===== config.mk =====
export PLATFORM = sky130hd
export DESIGN_NAME = demux_stream_1xn
export DESIGN_NICKNAME = d
export VERILOG_FILES = /design/src/rtl/demux_stream_1xn.sv
export SDC_FILE = /design/constraint.sdc
export NUM_CORES = 1
export LEC_CHECK = 0
export BUFFER_PORTS_ARGS = -buffer_cell sky130_fd_sc_hd__clkbuf_2
export CORE_MARGIN = 4
export CORE_UTILIZATION = 45
export DETAILED_ROUTE_END_ITERATION = 10
export GPL_ROUTABILITY_DRIVEN = 1
export PLACE_DENSITY = 0.74
export SLEW_MARGIN = 15
export SYNTH_ARGS = -nofsm -noshare
export SYNTH_HDL_FRONTEND = slang
export SYNTH_SLANG_ARGS = --single-unit

===== constraint.sdc =====
create_clock -name clk -period 2.9 [get_ports clk]
set_input_delay 0.58 -clock clk [delete_from_list [all_inputs] [get_ports clk]]
set_output_delay 0.58 -clock clk [all_outputs]
set_load 0.01 [all_outputs]

===== src/rtl/demux_stream_1xn.sv =====
// 1-to-N stream demultiplexer: unicast or broadcast words into per-channel
// one-entry output buffers, dropping and counting words with an invalid select.
module demux_stream_1xn #(
    parameter int DATA_W = 8,
    parameter int N_CH   = 8,
    localparam int SEL_W = (N_CH > 1) ? $clog2(N_CH) : 1
) (
    input  logic                     clk,
    input  logic                     rst,
    input  logic                     in_valid,
    output logic                     in_ready,
    input  logic [DATA_W-1:0]        in_data,
    input  logic [SEL_W-1:0]         in_sel,
    input  logic                     in_bcast,
    output logic [N_CH-1:0]          out_valid,
    input  logic [N_CH-1:0]          out_ready,
    output logic [N_CH*DATA_W-1:0]   out_data,
    output logic                     err_pulse,
    output logic [7:0]               drop_cnt
);

    // Handshake: a word moves on a rising edge where valid and ready are both
    // high; ready never depends on valid, and a stalled sender holds its payload.
    localparam logic [SEL_W:0] N_CH_W = (SEL_W + 1)'(N_CH);

    logic [N_CH-1:0]   full_q;
    logic [DATA_W-1:0] data_q [N_CH];
    logic [N_CH-1:0]   can_take;
    logic [N_CH-1:0]   load;
    logic              sel_ok;
    logic              sel_take;
    logic              xfer;
    logic              drop;
    logic              err_q;
    logic [7:0]        drop_cnt_q;

    // A full buffer that drains this cycle may be refilled in the same cycle.
    assign can_take = ~full_q | out_ready;
    assign sel_ok   = {1'b0, in_sel} < N_CH_W;

    always_comb begin
        sel_take = 1'b0;
        for (int k = 0; k < N_CH; k++) begin
            if (in_sel == SEL_W'(k)) begin
                sel_take = can_take[k];
            end
        end
    end

    always_comb begin
        in_ready = 1'b1;
        if (in_bcast) begin
            in_ready = &can_take;
        end else if (sel_ok) begin
            in_ready = sel_take;
        end
    end

    assign xfer = in_valid && in_ready;
    assign drop = xfer && !in_bcast && !sel_ok;

    // Broadcast only transfers when every channel can take, so it is never partial.
    always_comb begin
        load = '0;
        for (int k = 0; k < N_CH; k++) begin
            load[k] = xfer && (in_bcast || (sel_ok && (in_sel == SEL_W'(k))));
        end
    end

    always_ff @(posedge clk or posedge rst) begin
        if (rst) begin
            full_q <= '0;
        end else begin
            full_q <= load | (full_q & ~out_ready);
        end
    end

    always_ff @(posedge clk or posedge rst) begin
        if (rst) begin
            for (int k = 0; k < N_CH; k++) begin
                data_q[k] <= '0;
            end
        end else begin
            for (int k = 0; k < N_CH; k++) begin
                if (load[k]) begin
                    data_q[k] <= in_data;
                end
            end
        end
    end

    always_ff @(posedge clk or posedge rst) begin
        if (rst) begin
            err_q      <= 1'b0;
            drop_cnt_q <= '0;
        end else begin
            err_q <= drop;
            if (drop && (drop_cnt_q != 8'hFF)) begin
                drop_cnt_q <= drop_cnt_q + 8'd1;
            end
        end
    end

    for (genvar k = 0; k < N_CH; k++) begin : g_out
        assign out_data[k*DATA_W +: DATA_W] = data_q[k];
    end

    assign out_valid = full_q;
    assign err_pulse = err_q;
    assign drop_cnt  = drop_cnt_q;

endmodule


==> results of run 1 <==
state kept, by name, indices dropped and copies added, names as in the netlist:
register,cells
out_data,64
out_valid,8
per-layer routing:
layer	up-vias	routed length [um]	global-route usage, %
met4	0	104	6.68
met2	96	3440	28.5
li1	944	-	-
met3	10	550	5.25
met5	-	0	0
met1	1020	3170	24.0
worst reg2reg max path: cells and delay by family, from the launching register on:
| family | cells | cell delay (ps) |
|---|---|---|
| and+or+nand+nor | 4 | 1170 |
| DFF | 1 | 380 |
| muxes | 1 | 350 |
| AOI/OAI and AO/OA | 1 | 230 |
synthesized netlist by cell type, types with 2 or more instances:
master / number / area, um^2
mux2_2: 40 / 450
nand4_1: 3 / 18.8
a31oi_1: 2 / 12.5
nand2_1: 2 / 7.51
buf_4: 10 / 75.1
buf_2: 2 / 10.0
nor2_2: 2 / 12.5
a21oi_1: 4 / 20.0
nor3_4: 6 / 97.6
nor2_1: 5 / 18.8
nand2b_1: 5 / 31.3
o31ai_1: 6 / 45.0
o21ai_1: 2 / 10.0
dfrtp_1: 72 / 1800
nand2b_4: 3 / 41.3
buf_6: 2 / 22.5
o21ai_0: 2 / 10.0
mux2_4: 24 / 360
inv_1: 2 / 7.51
cell type report:
class | instances | area, um^2 | area share [%]
clock inverter | 5 | 78.8 | 1.99
inverter | 3 | 11.3 | 0.284
tap | 96 | 120 | 3.03
timing repair buffer | 101 | 520 | 13.1
clock buffer | 11 | 141 | 3.56
sequential | 72 | 1800 | 45.4
multi-input combinational | 127 | 1300 | 32.7
cells in the final DEF (no fill, tap or decap), types with 2 or more instances in the layout:
cell       count
buf_4          6
nor2_1         5
o21ai_1        2
conb_1         9
o21ai_0        2
nand2b_4       3
nand2_1        2
clkbuf_8      10
bufinv_16      2
inv_2          2
o31ai_1        6
a21oi_1        4
mux2_4        24
nand2b_1       5
dfrtp_1       72
nor3_4         6
clkbuf_2      95
a31oi_1        2
nor2_2         2
mux2_2        40
clkinv_2       2
nand4_1        3
final timing paths:
check / startpoint / to / slack [ps] / cells past startpoint
max: in_sel[0] / in_ready / 310 / 6
min: rst / out_valid[6] / 480 / 3
max reg2reg: out_valid[1] / out_data[26] / 660 / 6
min reg2reg: out_data[33] / out_data[33] / 510 / 1
max in group asynchronous: rst / out_valid[5] / 1840 / 3
min in group clk: out_ready[6] / out_valid[6] / 510 / 3
cells by family after synthesis:
logic type	count (synthesis)	share of synthesized area (%)
flip-flops	72	56.5
multiplexers	65	25.8
AO/OA/AOI/OAI	20	5.06
buffers and inverters	17	3.73
other	1	0.118
AND/OR/NAND/NOR	33	8.80
metrics by stage:
stage / hold WS, ps / utilization (%) / total power, W / cell area [um^2]
2_1_floorplan: 550 / - / 0.00205 / 3220
3_3_place_gp: 489 / 54.9 / 0.00246 / 3750
3_5_place_dp: 497 / 54.9 / 0.00249 / 3750
4_1_cts: 496 / 58.1 / 0.00337 / 3970
5_1_grt: 518 / 58.1 / 0.00352 / 3970
6_report: 477 / 58.1 / 0.00333 / 3970
power by group:
group | switching, W | internal [W] | leakage, nW
Clock | 0.000367 | 0.000508 | 0.114
Combinational | 0.000476 | 0.000517 | 0.935
Sequential | 0.000170 | 0.00129 | 0.856
==> out/results.tsv, run 1 <==
metric	value	unit
status	finished clean	
syn avg cell area	15.3	um^2
first-pass GRT wire length	11900	um
clk_skew	7.31	ps
Non-Filler Instances	415	
Post-CTS Setup Bufs	0	
vias in the first global route	2234	
Setup CP Type	input port to output port	
layout cell share with drive strength beyond 1	63.0	%
post-DP HPWL	5180	um
Lkg Pwr	1.90	nW
critical path's most frequent cell	clkbuf_2	
Post-synth ARST share	100	%
DIE WIDTH	92.2	um
EDFF count, synth	0	
FF+latch count, synth	72	
Buf+Inv Stages, Crit Path	2	
max cap viols	0	
sequential area share after synthesis	56.5	%
Synth Cell Area	3190	um^2
Worst Slack Setup Final	314	ps
Clock Sinks	72	
CP top delay family	compound AO/OA/AOI/OAI gates	
die area	8490	um^2
CTS resizes	0	
Post-CTS Hold Buffers	0	
largest net degree at the start of global routing	73	
Root Buffer	clkbuf_8	
Chip Height	92.2	um
slowest stage delay, CP	370	ps
Yosys cell types	33	
routed len/inst	17.5	um
Syn Inst Count	208	
Tcrit/Tclk final	89.2	%
Ys Warns	0	
Worst setup EP type	output port	
CP cell instances	clkbuf_2 > mux2i_1 > nor3_2 > a2111oi_4 > and2b_2 > clkbuf_2	
pre-CTS WS	149	ps
ys flop type	dfrtp_1	
Clock Pin Slew Worst Setup and Hold Paths	70	ps
Slew @ Worst Pin	888	ps
Setup TNS	0	ps
row cnt	30	
Final Max Slew Viols	0	
count of input and output buffers	95	
GRT Total Usage	18.2	%
DRC viols	0	
area grow syn2layout	24.6	%
starting DRC count in detailed routing	62	
vias per inst	4.99	
Fillers	586	
Via Count	2070	
Slowest cell on crit path	a2111oi_4	
Worst Setup Start Kind	input port	
fin crit period	2590	ps
clock latency on the worst-skew pair	340	ps
CTS Buf Count	9	
critical path arrival	2010	ps
data required time of the worst path	2320	ps
final setup fails	0	
Max rail drop VDD	0.493	mV
Hold Violations, Final	0	
RSZ-0062 raised after global routing	no	
gp weighted congestion	0.771	
CTS tree	done	
Core Area	6830	um^2
Post-layout nets	337	
Routed WL	7270	um
Hold Path Class	input port to asynchronous set/reset pin	
post-route ant nets	0	
Max-slew headroom	40.8	%
PD cells	838	nW/um^2
starting density of the core	46.6	%
Placed Instances	399	
DRT Pass-1 Iters	4	
CP Max Fanout	14	
Fmax	387	MHz
CTS Buffer Depth	2	
gr ovfl total	0	
Ports	105	
initial antenna violation count	0	
htree depth	3	
Diodes inserted	0	
No activity file was read; power rests on OpenSTA's default activity.
==> run 2: changes to the inputs <==
--- a/config.mk
+++ b/config.mk
@@ -11,6 +11,7 @@
 export DETAILED_ROUTE_END_ITERATION = 10
 export GPL_ROUTABILITY_DRIVEN = 1
 export PLACE_DENSITY = 0.74
+export REMOVE_ABC_BUFFERS = 1
 export SLEW_MARGIN = 15
 export SYNTH_ARGS = -nofsm -noshare
 export SYNTH_HDL_FRONTEND = slang
==> run 2 against run 1 <==
Effect of this change:
- routed wire length decreased by 0.65%
- via count decreased by 0.39%
- register-to-register slack got worse by 50 ps
- sequential cell count unchanged
- sequential share of layout area increased by 0.072 points
- maximum frequency decreased by 2.3%
- combinational power about the same
- sequential power about the same
==> out/results.tsv, run 2 (same netlist as run 1, synthesis figures left out) <==
metric	value	unit
Chip Height	92.2	um
FF+latch area	1800	um^2
Worst setup EP type	output port	
Via Count	2062	
Routed WL	7220	um
gp weighted congestion	0.903	
Post-CTS Hold Buffers	0	
critical path's most frequent cell	clkbuf_2	
CTS tree	done	
Slowest cell on crit path	a2111oi_4	
area grow syn2layout	24.4	%
CTS Buf Count	9	
Hold Violations, Final	0	
Diodes inserted	0	
GRT Total Usage	17.8	%
Setup CP Type	input port to output port	
RSZ-0062 raised after global routing	no	
layout cell share with drive strength beyond 1	63.3	%
Root Buffer	clkbuf_8	
Fillers	583	
max cap viols	0	
Worst Setup Start Kind	input port	
multi-input logic area	1300	um^2
Max rail drop VDD	0.478	mV
final setup fails	0	
data required time of the worst path	2320	ps
post-DP HPWL	5210	um
CP top delay family	compound AO/OA/AOI/OAI gates	
starting density of the core	46.6	%
count of input and output buffers	95	
initial antenna violation count	0	
Slew @ Worst Pin	744	ps
vias in the first global route	2151	
starting DRC count in detailed routing	39	
gr ovfl total	0	
commonest non-fill, non-tap cells in the layout	clkbuf_2, dfrtp_1, mux2_2	
Fmax	378	MHz
routed len/inst	17.4	um
Ports	105	
fin crit period	2650	ps
hold_ws	231	ps
Post-layout nets	337	
Post-CTS Setup Bufs	0	
max reg flops	64	
PD cells	829	nW/um^2
Hold Path Class	input port to asynchronous set/reset pin	
first-pass GRT wire length	11500	um
slowest stage delay, CP	430	ps
clock latency on the worst-skew pair	340	ps
DRT Pass-1 Iters	4	
status	finished clean	
largest net degree at the start of global routing	29	
CTS resizes	0	
die area	8490	um^2
htree depth	3	
CP cell instances	clkbuf_2 > mux2i_1 > nor3_2 > a2111oi_4 > and2b_2 > clkbuf_2	
Final Max Slew Viols	0	
Clock Pin Slew Worst Setup and Hold Paths	80	ps
row cnt	30	
Buf+Inv Stages, Crit Path	2	
Max-slew headroom	50.3	%
Core Area	6830	um^2
Clock Sinks	72	
DRC viols	0	
DIE WIDTH	92.2	um
post-route ant nets	0	
Tcrit/Tclk final	91.2	%
CP Max Fanout	14	
clk_skew	9.50	ps
Setup TNS	0	ps
vias per inst	4.97	
critical path arrival	2070	ps
CTS Buffer Depth	2	
leading cell type in the layout, fill and taps excluded	clkbuf_2	
Lkg Pwr	1.89	nW
-- run 2: changes by cell type in the layout (fill, tap and decap cells not counted) --
cell / delta
clkbuf_1: -1
clkinv_4: +1
clkbuf_8: +1
clkinvlp_4: +2
clkinv_2: -2
bufinv_16: -1
-- run 2: metal layers --
| layer | part of all wire [%] | track usage, % | vias to the layer above | wire, um |
|---|---|---|---|---|
| met5 | 0 | 0 | - | 0 |
| met2 | 48 | 28.8 | 77 | 3500 |
| met4 | 2.1 | 7.67 | 0 | 150 |
| met1 | 43 | 22.5 | 1023 | 3140 |
| met3 | 6.0 | 4.59 | 13 | 433 |
| li1 | - | - | 949 | - |
-- run 2: final timing paths --
kind | endpoint | cells past startpoint | start | slack [ps]
min | out_data[54] | 2 | rst | 230
max in group asynchronous | out_data[9] | 3 | rst | 1930
min reg2reg | out_data[37] | 1 | out_data[37] | 510
max | in_ready | 6 | in_sel[0] | 250
min in group clk | out_data[37] | 1 | out_data[37] | 510
max reg2reg | out_data[36] | 9 | out_valid[7] | 610
-- run 2: metrics by stage --
step                setup slack (ps)  area, um^2  utilization (%)  cells  power [W]
global route                     149        3960             58.0    415    0.00347
global placement                 206        3750             54.9    399    0.00246
finish                           254        3960             58.0    415    0.00329
detailed placement               130        3750             54.9    399    0.00249
CTS                              274        3960             58.0    415    0.00332
floorplan                       77.6        3110                -    202    0.00203
-- run 2: final cells by class --
| type | count | share of cell area (%) |
|---|---|---|
| Sequential cell | 72 | 45.5 |
| Multi-Input combinational cell | 127 | 32.7 |
| Timing Repair Buffer | 101 | 13.1 |
| Clock buffer | 11 | 3.82 |
| Tap cell | 96 | 3.03 |
| Clock inverter | 5 | 1.58 |
| Inverter | 3 | 0.284 |
-- run 2: power by group --
part | leakage [nW] | switching [W] | internal [W]
registers | 0.856 | 0.000169 | 0.00129
clock network | 0.102 | 0.000386 | 0.000449
logic | 0.935 | 0.000475 | 0.000516
total | 1.89 | 0.00103 | 0.00225
==> run 3: changes to the inputs <==
--- a/config.mk
+++ b/config.mk
@@ -5,7 +5,7 @@
 export SDC_FILE = /design/constraint.sdc
 export NUM_CORES = 1
 export LEC_CHECK = 0
-export BUFFER_PORTS_ARGS = -buffer_cell sky130_fd_sc_hd__clkbuf_2
+export BUFFER_PORTS_ARGS = -buffer_cell sky130_fd_sc_hd__buf_2
 export CORE_MARGIN = 4
 export CORE_UTILIZATION = 45
 export DETAILED_ROUTE_END_ITERATION = 10
==> run 3 against run 2 <==
Effect of this change:
- sequential power is essentially flat
- register-to-register slack about the same
- clock-buffer cell count is 1 lower
- maximum frequency fell by 3.1%
- via count down 1.4%
==> out/results.tsv, run 3 (same netlist as run 1, synthesis figures left out) <==
metric	value	unit
status	finished clean	
max reg flops	64	
CTS resizes	0	
Chip Height	92.2	um
count of input and output buffers	95	
fin crit period	2730	ps
Hold Path Class	input port to asynchronous set/reset pin	
layout cell share with drive strength beyond 1	62.7	%
CTS Buffer Depth	2	
critical path's most frequent cell	buf_2	
multi-input logic area	1300	um^2
Setup CP Type	input port to output port	
Root Buffer	clkbuf_8	
Worst setup EP type	output port	
max cap viols	0	
Post-DP Area	3760	um^2
Placed Instances	397	
starting density of the core	46.6	%
routed len/inst	17.3	um
final setup fails	0	
Hold Violations, Final	0	
CP Max Fanout	14	
Max rail drop VDD	0.406	mV
starting DRC count in detailed routing	59	
initial antenna violation count	0	
Tcrit/Tclk final	94.2	%
row cnt	30	
Setup TNS	0	ps
commonest non-fill, non-tap cells in the layout	buf_2, dfrtp_1, mux2_2	
Post-CTS Hold Buffers	0	
DRT Pass-1 Iters	4	
post-route ant nets	0	
DRC viols	0	
Slowest cell on crit path	a2111oi_4	
Post-CTS Setup Bufs	0	
clock latency on the worst-skew pair	340	ps
DIE WIDTH	92.2	um
Routed WL	7130	um
post-DP HPWL	5030	um
vias per inst	4.93	
PD cells	829	nW/um^2
Fmax	366	MHz
data required time of the worst path	2320	ps
Ports	105	
Slew @ Worst Pin	723	ps
GRT Total Usage	18.0	%
largest net degree at the start of global routing	63	
Post-layout nets	335	
gr ovfl total	0	
Worst Setup Start Kind	input port	
Lkg Pwr	1.88	nW
first-pass GRT wire length	11600	um
Max-slew headroom	51.8	%
fin area	3970	um^2
leading cell type in the layout, fill and taps excluded	buf_2	
vias in the first global route	2168	
slowest stage delay, CP	510	ps
CTS tree	done	
critical path arrival	2150	ps
Clock Pin Slew Worst Setup and Hold Paths	70	ps
FF+latch area	1800	um^2
Clock Sinks	72	
Non-Filler Instances	412	
CP cell instances	buf_2 > mux2i_1 > nor3_2 > a2111oi_4 > and2b_2 > buf_2	
Core Area	6830	um^2
Final Max Slew Viols	0	
die area	8490	um^2
Diodes inserted	0	
gp weighted congestion	0.887	
RSZ-0062 raised after global routing	no	
Via Count	2033	
Fillers	572	
clk_skew	6.21	ps
CTS Buf Count	9	
area grow syn2layout	24.5	%
htree depth	3	
-- run 3: changes by cell type in the layout (fill, tap and decap cells not counted), moves of 2 or more --
cell / before / now
buf_2: 0 / 95
clkbuf_8: 11 / 9
clkbuf_2: 95 / 0
buf_12: 0 / 2
buf_4: 6 / 2
-- run 3: final timing paths --
path	startpoint	end	slack (ps)	depth (start not counted)
setup / recovery	in_sel[0]	in_ready	170	6
hold / removal	rst	out_data[51]	160	2
setup reg to reg	out_valid[1]	out_data[56]	600	7
hold reg to reg	out_data[54]	out_data[54]	500	1
max in group asynchronous	rst	out_valid[0]	2150	3
min in group clk	out_data[54]	out_data[54]	500	1
-- run 3: layer usage --
metal  share of wire (%)  wire, um  vias up  global-route usage [%]
met2                  47      3360       72                    27.3
met5                   0         0        -                       0
met1                  44      3150     1017                    24.3
li1                    -         -      935                       -
met3                 6.6       473        9                    4.68
met4                 2.0       141        0                    8.04
-- run 3: worst max-delay path, delay by kind of cell --
kind                   cells  cell delay [ps]
buffers and inverters      2              350
and+or+nand+nor            2              380
muxes                      1              320
AOI/OAI and AO/OA          1              510
-- run 3: layout make-up --
| cell class | count | area share [%] |
|---|---|---|
| flip-flops and latches | 72 | 45.4 |
| multi-input cells | 127 | 32.7 |
| repair buffers | 99 | 13.4 |
| clock buffers | 10 | 3.22 |
| well taps | 96 | 3.03 |
| clock inverters | 5 | 2.05 |
| inverters | 3 | 0.284 |
-- run 3: per-stage QoR --
| step | power [W] | hold WS [ps] | setup slack [ps] | util [%] |
|---|---|---|---|---|
| final | 0.00329 | 157 | 168 | 58.1 |
| after global placement | 0.00246 | 484 | 273 | 55.0 |
| after floorplan | 0.00203 | 550 | 77.6 | - |
| after detailed placement | 0.00248 | 486 | 189 | 55.0 |
| after CTS | 0.00334 | 155 | 181 | 58.1 |
| after global routing | 0.00348 | 176 | 70.6 | 58.1 |
-- run 3: power breakdown --
group	internal (W)	total [W]	leakage, nW	switching, W
registers	0.00129	0.00145	0.856	0.000156
clock network	0.000481	0.000844	0.103	0.000363
logic	0.000524	0.000998	0.920	0.000474
